File: config.mk
export PLATFORM = sky130hd
export DESIGN_NAME = fp_result_export_pipe
export DESIGN_NICKNAME = d
export VERILOG_FILES = /design/src/rtl/fp_result_export_pipe.sv
export SDC_FILE = /design/constraint.sdc
export NUM_CORES = 1
export LEC_CHECK = 0
export CORE_ASPECT_RATIO = 0.9
export CORE_MARGIN = 4
export CORE_UTILIZATION = 35
export DETAILED_ROUTE_END_ITERATION = 10
export PLACE_DENSITY = 0.69
export SYNTH_ARGS = -nofsm -noshare
export SYNTH_HDL_FRONTEND = slang
export SYNTH_SLANG_ARGS = --single-unit
File: constraint.sdc
create_clock -name clk -period 7.4 [get_ports clk]
set_input_delay 1.48 -clock clk [delete_from_list [all_inputs] [get_ports clk]]
set_output_delay 1.48 -clock clk [all_outputs]
set_load 0.03 [all_outputs]
File: src/rtl/fp_result_export_pipe.sv
// Special-value fixup stage for sqrt/square/pass results, followed by a
// 2-entry in-order output buffer with an accumulated invalid-operation flag.
module fp_result_export_pipe #(
  parameter int EXP_W = 8,
  parameter int MAN_W = 23,
  localparam int W = 1 + EXP_W + MAN_W
) (
  input  logic         clk,
  input  logic         rst,
  input  logic         in_valid,
  output logic         in_ready,
  input  logic [1:0]   op,
  input  logic [W-1:0] in1,
  input  logic [W-1:0] temp_result,
  output logic         out_valid,
  input  logic         out_ready,
  output logic [W-1:0] result,
  output logic         flag_invalid,
  output logic         sticky_invalid,
  input  logic         sticky_clr
);

  localparam logic [W-1:0] QNAN = {1'b0, {EXP_W{1'b1}}, {MAN_W{1'b1}}};
  localparam logic [W-1:0] PINF = {1'b0, {EXP_W{1'b1}}, {MAN_W{1'b0}}};
  localparam logic [W-1:0] PZERO = '0;

  logic             in_sign;
  logic [EXP_W-1:0] in_exp;
  logic [MAN_W-1:0] in_man;
  logic             is_zero;
  logic             is_inf;
  logic             is_nan;

  logic [W-1:0]     new_res;
  logic             new_flag;

  logic [1:0]       count;
  logic [W-1:0]     head_res;
  logic             head_flag;
  logic [W-1:0]     tail_res;
  logic             tail_flag;

  logic             push;
  logic             pop;

  assign in_sign = in1[W-1];
  assign in_exp  = in1[W-2:MAN_W];
  assign in_man  = in1[MAN_W-1:0];

  assign is_zero = (in_exp == '0) && (in_man == '0);
  assign is_inf  = (&in_exp) && (in_man == '0);
  assign is_nan  = (&in_exp) && (in_man != '0);

  // NaN input always wins; only sqrt of a nonzero negative raises invalid.
  always_comb begin
    new_res  = temp_result;
    new_flag = 1'b0;
    unique case (op)
      2'b00: begin
        if (is_nan) begin
          new_res = QNAN;
        end else if (in_sign && !is_zero) begin
          new_res  = QNAN;
          new_flag = 1'b1;
        end else if (is_zero) begin
          new_res = in1;
        end else if (is_inf) begin
          new_res = PINF;
        end
      end
      2'b01: begin
        if (is_nan) begin
          new_res = QNAN;
        end else if (is_inf) begin
          new_res = PINF;
        end else if (is_zero) begin
          new_res = PZERO;
        end
      end
      default: begin
        if (is_nan) begin
          new_res = QNAN;
        end
      end
    endcase
  end

  assign in_ready       = !rst && (count != 2'd2);
  assign out_valid      = (count != 2'd0);
  assign result         = head_res;
  assign flag_invalid   = head_flag;

  assign push = in_valid && in_ready;
  assign pop  = out_valid && out_ready;

  // Head register doubles as the output; it is left untouched on the final
  // pop so the last result stays visible while the buffer is empty.
  always_ff @(posedge clk) begin
    if (rst) begin
      count          <= 2'd0;
      head_res       <= '0;
      head_flag      <= 1'b0;
      tail_res       <= '0;
      tail_flag      <= 1'b0;
      sticky_invalid <= 1'b0;
    end else begin
      unique case ({push, pop})
        2'b10: begin
          if (count == 2'd0) begin
            head_res  <= new_res;
            head_flag <= new_flag;
            count     <= 2'd1;
          end else begin
            tail_res  <= new_res;
            tail_flag <= new_flag;
            count     <= 2'd2;
          end
        end
        2'b01: begin
          if (count == 2'd2) begin
            head_res  <= tail_res;
            head_flag <= tail_flag;
            count     <= 2'd1;
          end else begin
            count     <= 2'd0;
          end
        end
        2'b11: begin
          head_res  <= new_res;
          head_flag <= new_flag;
        end
        default: begin
        end
      endcase

      if (push && new_flag) begin
        sticky_invalid <= 1'b1;
      end else if (sticky_clr) begin
        sticky_invalid <= 1'b0;
      end
    end
  end

endmodule

After elaboration in Yosys (flattened, before gate mapping)
Index checks and enable logic that the tools add are counted.
{ "word_totals": {"elab_cells": 60, "regBits": 69, "inputBits": 71, "output_inout_bits": 36} }
{ "op_classes": {"n_bitwise": 1, "eq_ne": 8, "n_reduce_logical": 22, "muxes": 23} }
{ "op_table": {"columns": ["op", "n"], "rows": [
  ["32-bit two-way mux", 10],
  ["32-bit case mux with 3 select lines", 1],
  ["32-bit case mux with 2 select lines", 1],
  ["23-bit zero test", 1],
  ["23-bit nonzero test", 1],
  ["1-bit logical AND", 8],
  ["8-bit zero test", 1],
  ["1-bit two-way mux", 8],
  ["8-bit AND reduction", 1],
  ["2-bit equality test (second input constant)", 3],
  ["2-bit != test (second input constant)", 3],
  ["2-bit nonzero test", 3],
  ["2-bit by 1-bit equality test with 1-bit output (second input constant)", 2],
  ["2-bit zero test", 2],
  ["2-bit case mux with 2 select lines", 1],
  ["1-bit case mux with 3 select lines", 1],
  ["3-bit AND reduction", 1],
  ["3-bit nonzero test", 1],
  ["1-bit zero test", 2],
  ["2-bit two-way mux", 1],
  ["2-bit AND reduction", 1],
  ["1-bit inverter", 1]
]} }

Longest topological paths before layout
{ "logic_depth": {"depth_word": 9, "ltp_mapped": 11, "ltp_nobuf": 10} }

Worst setup path after synthesis
Ideal clock, no wire load.
{ "synth_timing": {"kind": "input to register", "start": "input rst", "end": "register head_res[17] (netlist: result[17])", "path_buffers": 1, "setup_time_ps": 115, "t_arrival_ps": 3743, "path_stages": 9, "required_ps": 7285, "slack_ps": 3543, "path_cell_list": "a21oi_1 nand2_1 ha_1 nor2b_1 o32a_1 nor2_1 buf_1 nor2_1 a2111oi_0"} }
{ "synth_via": {"elab_chain_cells": 6, "word_cells_on_any_way": 11, "classes_between": "eq/ne (5); mux (1); reduce/logical (5)"} }
{ "synth_lines": {"columns": ["item", "line_no", "text"], "rows": [
  ["start: declaration", "9", "input logic rst,"],
  ["1-bit zero test", "88", "assign in_ready = !rst && (count != 2'd2);"],
  ["1-bit logical AND", "88", null],
  ["1-bit logical AND", "93", "assign push = in_valid && in_ready;"],
  ["2-bit by 1-bit equality test with 1-bit output or 2-bit equality test (tied branches)", "107", "unique case ({push, pop})"],
  ["2-bit != test (no line) or 3-bit nonzero test (tied branches)", null, null],
  ["3-bit AND reduction (no line)", null, null],
  ["end signal: assignment", "110", "head_res <= new_res;"],
  ["end signal: assignment", "121", "head_res <= tail_res;"],
  ["end signal: assignment", "129", "head_res <= new_res;"],
  ["end: declaration", "38", "logic [W-1:0] head_res;"]
]} }
Several ways; a longest one is shown, not always the timed one.
A chain may end at the register's enable or synchronous reset.

Worst setup path in the final report
{ "layout_timing": {"start": "input rst", "end": "register head_res[3] (netlist: result[3])"} }
Same word-level chain as after synthesis.

==> qor.yml <==
cts_resized: 0
fmax_mhz: 211
p_clk_frac: 0.284
cts.sinks: 69
cpMostUsedCell: "buf_4"
async_flop_share: 0
rsz0062_at_grt: "false"
crit_type: "input port to flop"
yosysUniqueCellTypes: 49
coreArea_um2: 9700
cts.clk_slew.worst_paths_ps: 70
gr-usage-all-layers: 0.186
post-cts-setup-buffers: 0
reg2regPathDepth: 10
antenna_found_initial: 0
nFillCells: 935
wl_met3_um: 770
num_io_pins: 107
hold_viol: 0
layout_commonest_cell: "clkdlybuf4s50_1"
end_kind: "flop"
postSynthCellCount: 407
grt_max_degree: 43
slowest_stage: "nor2_2"
yosys_warnings: 0
synth-compound-area-share: 0.313
fin_skew_ps: 7.29
ys_top_cells_by_area: "dfxtp_1 40%, o21ai_0 6.8%, nand2_1 5.0%, a21oi_1 4.0%, nand4b_1 3.3%"
vias_per_cell: 5.69
status: "complete, no violations"
synth-main-ff-cell: "dfxtp_1"
wl_met2_um: 5160
slew_viol_final: 0
yosys.area_share.xor_xnor: 0
port_buffers: 106
synth_nets: 481
layout_common_cells: "106 x clkdlybuf4s50_1, 69 x dfxtp_1, 47 x o21ai_0"
cts_max_level: 3
startpoint_type: "input port"
final_core_util: 0.494
grt.overflow.total: 0
avgSynthCellArea_um2: 8.55
wl_per_cell_um: 17.5
fp-row-count: 34
fin_crit_sh: 0.640
die_x_um: 113
power.internal_mw: 0.739
drive_above_1_share: 0.0802
drc: 0
path_buf_inv: 3
ir_drop_uv: 117
cts_tree: "yes"
ctsHoldBuffers: 0
cap_violations: 0
antenna_left: 0
worst-path-max-fanout: 40
p_comb_frac: 0.312
synth-edff-count: 0
synth-seq-cells: 69
synthAdderAreaFrac: 0.0108
nets: 569
grt_pass1_vias: 3458
p_total_mw: 1.10
syn_area_um2: 3480
clk_path_buf_depth: 2
synth_top_family_by_area: "compound AO/OA/AOI/OAI gates"
vias: 3555
die-height_um: 103
p_sw_mw: 0.359
synth-simple-area-share: 0.202
start_util: 0.359
p_leak_nw: 1.82
die_area_um2: 11600
cts_root_buffer: "clkbuf_8"
p_sw_frac: 0.327
cellPowerDensity_nw_per_um2: 229
yosysTopAreaCell: "dfxtp_1"
antenna_cells: 0
dp_hpwl_um: 7460
wl_um: 10900
worstPathRequired_ps: 7620
top_layer: "met4"
setup_viol: 0
min_path_cells: 2
hold_class: "flop to flop"
crit_family: "simple AND/OR/NAND/NOR gates"
critPathMaxStageDelay_ps: 880
cts_made_buffers: 9
yosysTopAreaCellShare: 0.397
cp.depth: 11
synthMuxAreaShare: 0.0230
post-route-min-period_ps: 4730
ys_seq_area_frac: 0.397
relSlewSlack: 0.294
gp_congestion: 0.758
cp.arrival_ps: 4950
grt_pass1_wl_um: 17600
p_seq_frac: 0.403
tightest_slew_ps: 1060
clock_latency_ps: 350
area_growth_pct: 37.7
path_cells: "clkdlybuf4s50_1 > buf_4 > a21oi_1 > nand2_1 > ha_1 > buf_4 > nor2b_1 > o32a_1 > nor2_2 > nor2_1 > a2111oi_0"
tns_ps: 0
dr.first_iter.drc_count: 165
wl_met1_um: 4840
drt_pass1_iterations: 5
==> layout make-up <==
| cell class | instances | area, um^2 | share of cell area |
|---|---|---|---|
| multi-input cells | 295 | 1920 | 0.400 |
| flip-flops and latches | 69 | 1380 | 0.288 |
| repair buffers | 113 | 1110 | 0.232 |
| well taps | 126 | 158 | 0.0329 |
| clock buffers | 11 | 151 | 0.0316 |
| clock inverters | 4 | 47.5 | 0.00992 |
| inverters | 7 | 26.3 | 0.00548 |
==> sequential cells by signal, indices dropped and copies added (netlist names) <==
signal / cells
sticky_invalid: 1
tail_res: 32
count: 2
tail_flag: 1
result: 32
flag_invalid: 1
==> per-layer routing <==
metal / track usage / up-vias
met5: 0 / -
met4: 0.0508 / 0
met1: 0.237 / 1698
met2: 0.315 / 125
met3: 0.0499 / 17
li1: - / 1715
==> through the flow <==
step / instances / hold WS (ps) / setup slack [ps] / area (um^2)
2_1_floorplan: 407 / 436 / 3540 / 3480
3_3_place_gp: 610 / 448 / 2440 / 4600
3_5_place_dp: 610 / 452 / 2330 / 4600
4_1_cts: 625 / 462 / 2700 / 4790
5_1_grt: 625 / 496 / 2240 / 4790
6_report: 625 / 460 / 2670 / 4790
==> worst reg2reg max path: cells and delay by family (launching register included) <==
kind,cells,cell delay [ps]
flops,1,440
simple gates,4,1300
buf+inv,2,360
fa+ha+maj,1,210
compound gates,3,1080
==> path summary, 6_finish.rpt <==
path | startpoint | to | slack [ps]
max | rst | result[3] | 2670
min | tail_res[31] | tail_res[31] | 460
max reg2reg | count[0] | result[3] | 3900
min reg2reg | tail_res[31] | tail_res[31] | 460
==> logic make-up (layout without fill, tap and decap cells) <==
kind of cell    after synthesis  in the layout
simple gates                123            123
flops                        69             69
compound gates              161            161
mux                           8              8
buf+inv                      43            135
fa+ha+maj                     3              3
==> power groups by stage <==
stage                     sequential (mW)  clock [mW]  combinational, mW
after floorplan                     0.498           0              0.148
after detailed placement            0.449           0              0.342
after global placement              0.449           0              0.333
final                               0.442       0.312              0.343
after CTS                           0.442       0.317              0.343
after global routing                0.446       0.332              0.369
==> synthesized netlist by cell type (2+ instances only) <==
cell / n
o22ai_1: 8
nor2_1: 16
a2111oi_0: 10
dfxtp_1: 69
o311ai_0: 9
nor4_1: 3
nand2b_1: 9
buf_2: 5
nand4_1: 2
and2_1: 2
nand4b_1: 13
o211ai_2: 3
a221oi_1: 2
or2_2: 3
nand2_1: 46
nor3_1: 3
o21ai_0: 47
a21oi_1: 28
clkbuf_1: 26
a311oi_1: 8
o211ai_1: 10
buf_1: 2
ha_1: 3
mux2i_1: 8
inv_1: 7
nand3_1: 2
buf_6: 3
or4_4: 4
o211a_1: 2
nor3b_1: 11
a31oi_1: 9
nor2b_1: 2
a21o_1: 14
and4_1: 3
(Power assumes the default switching activity.)
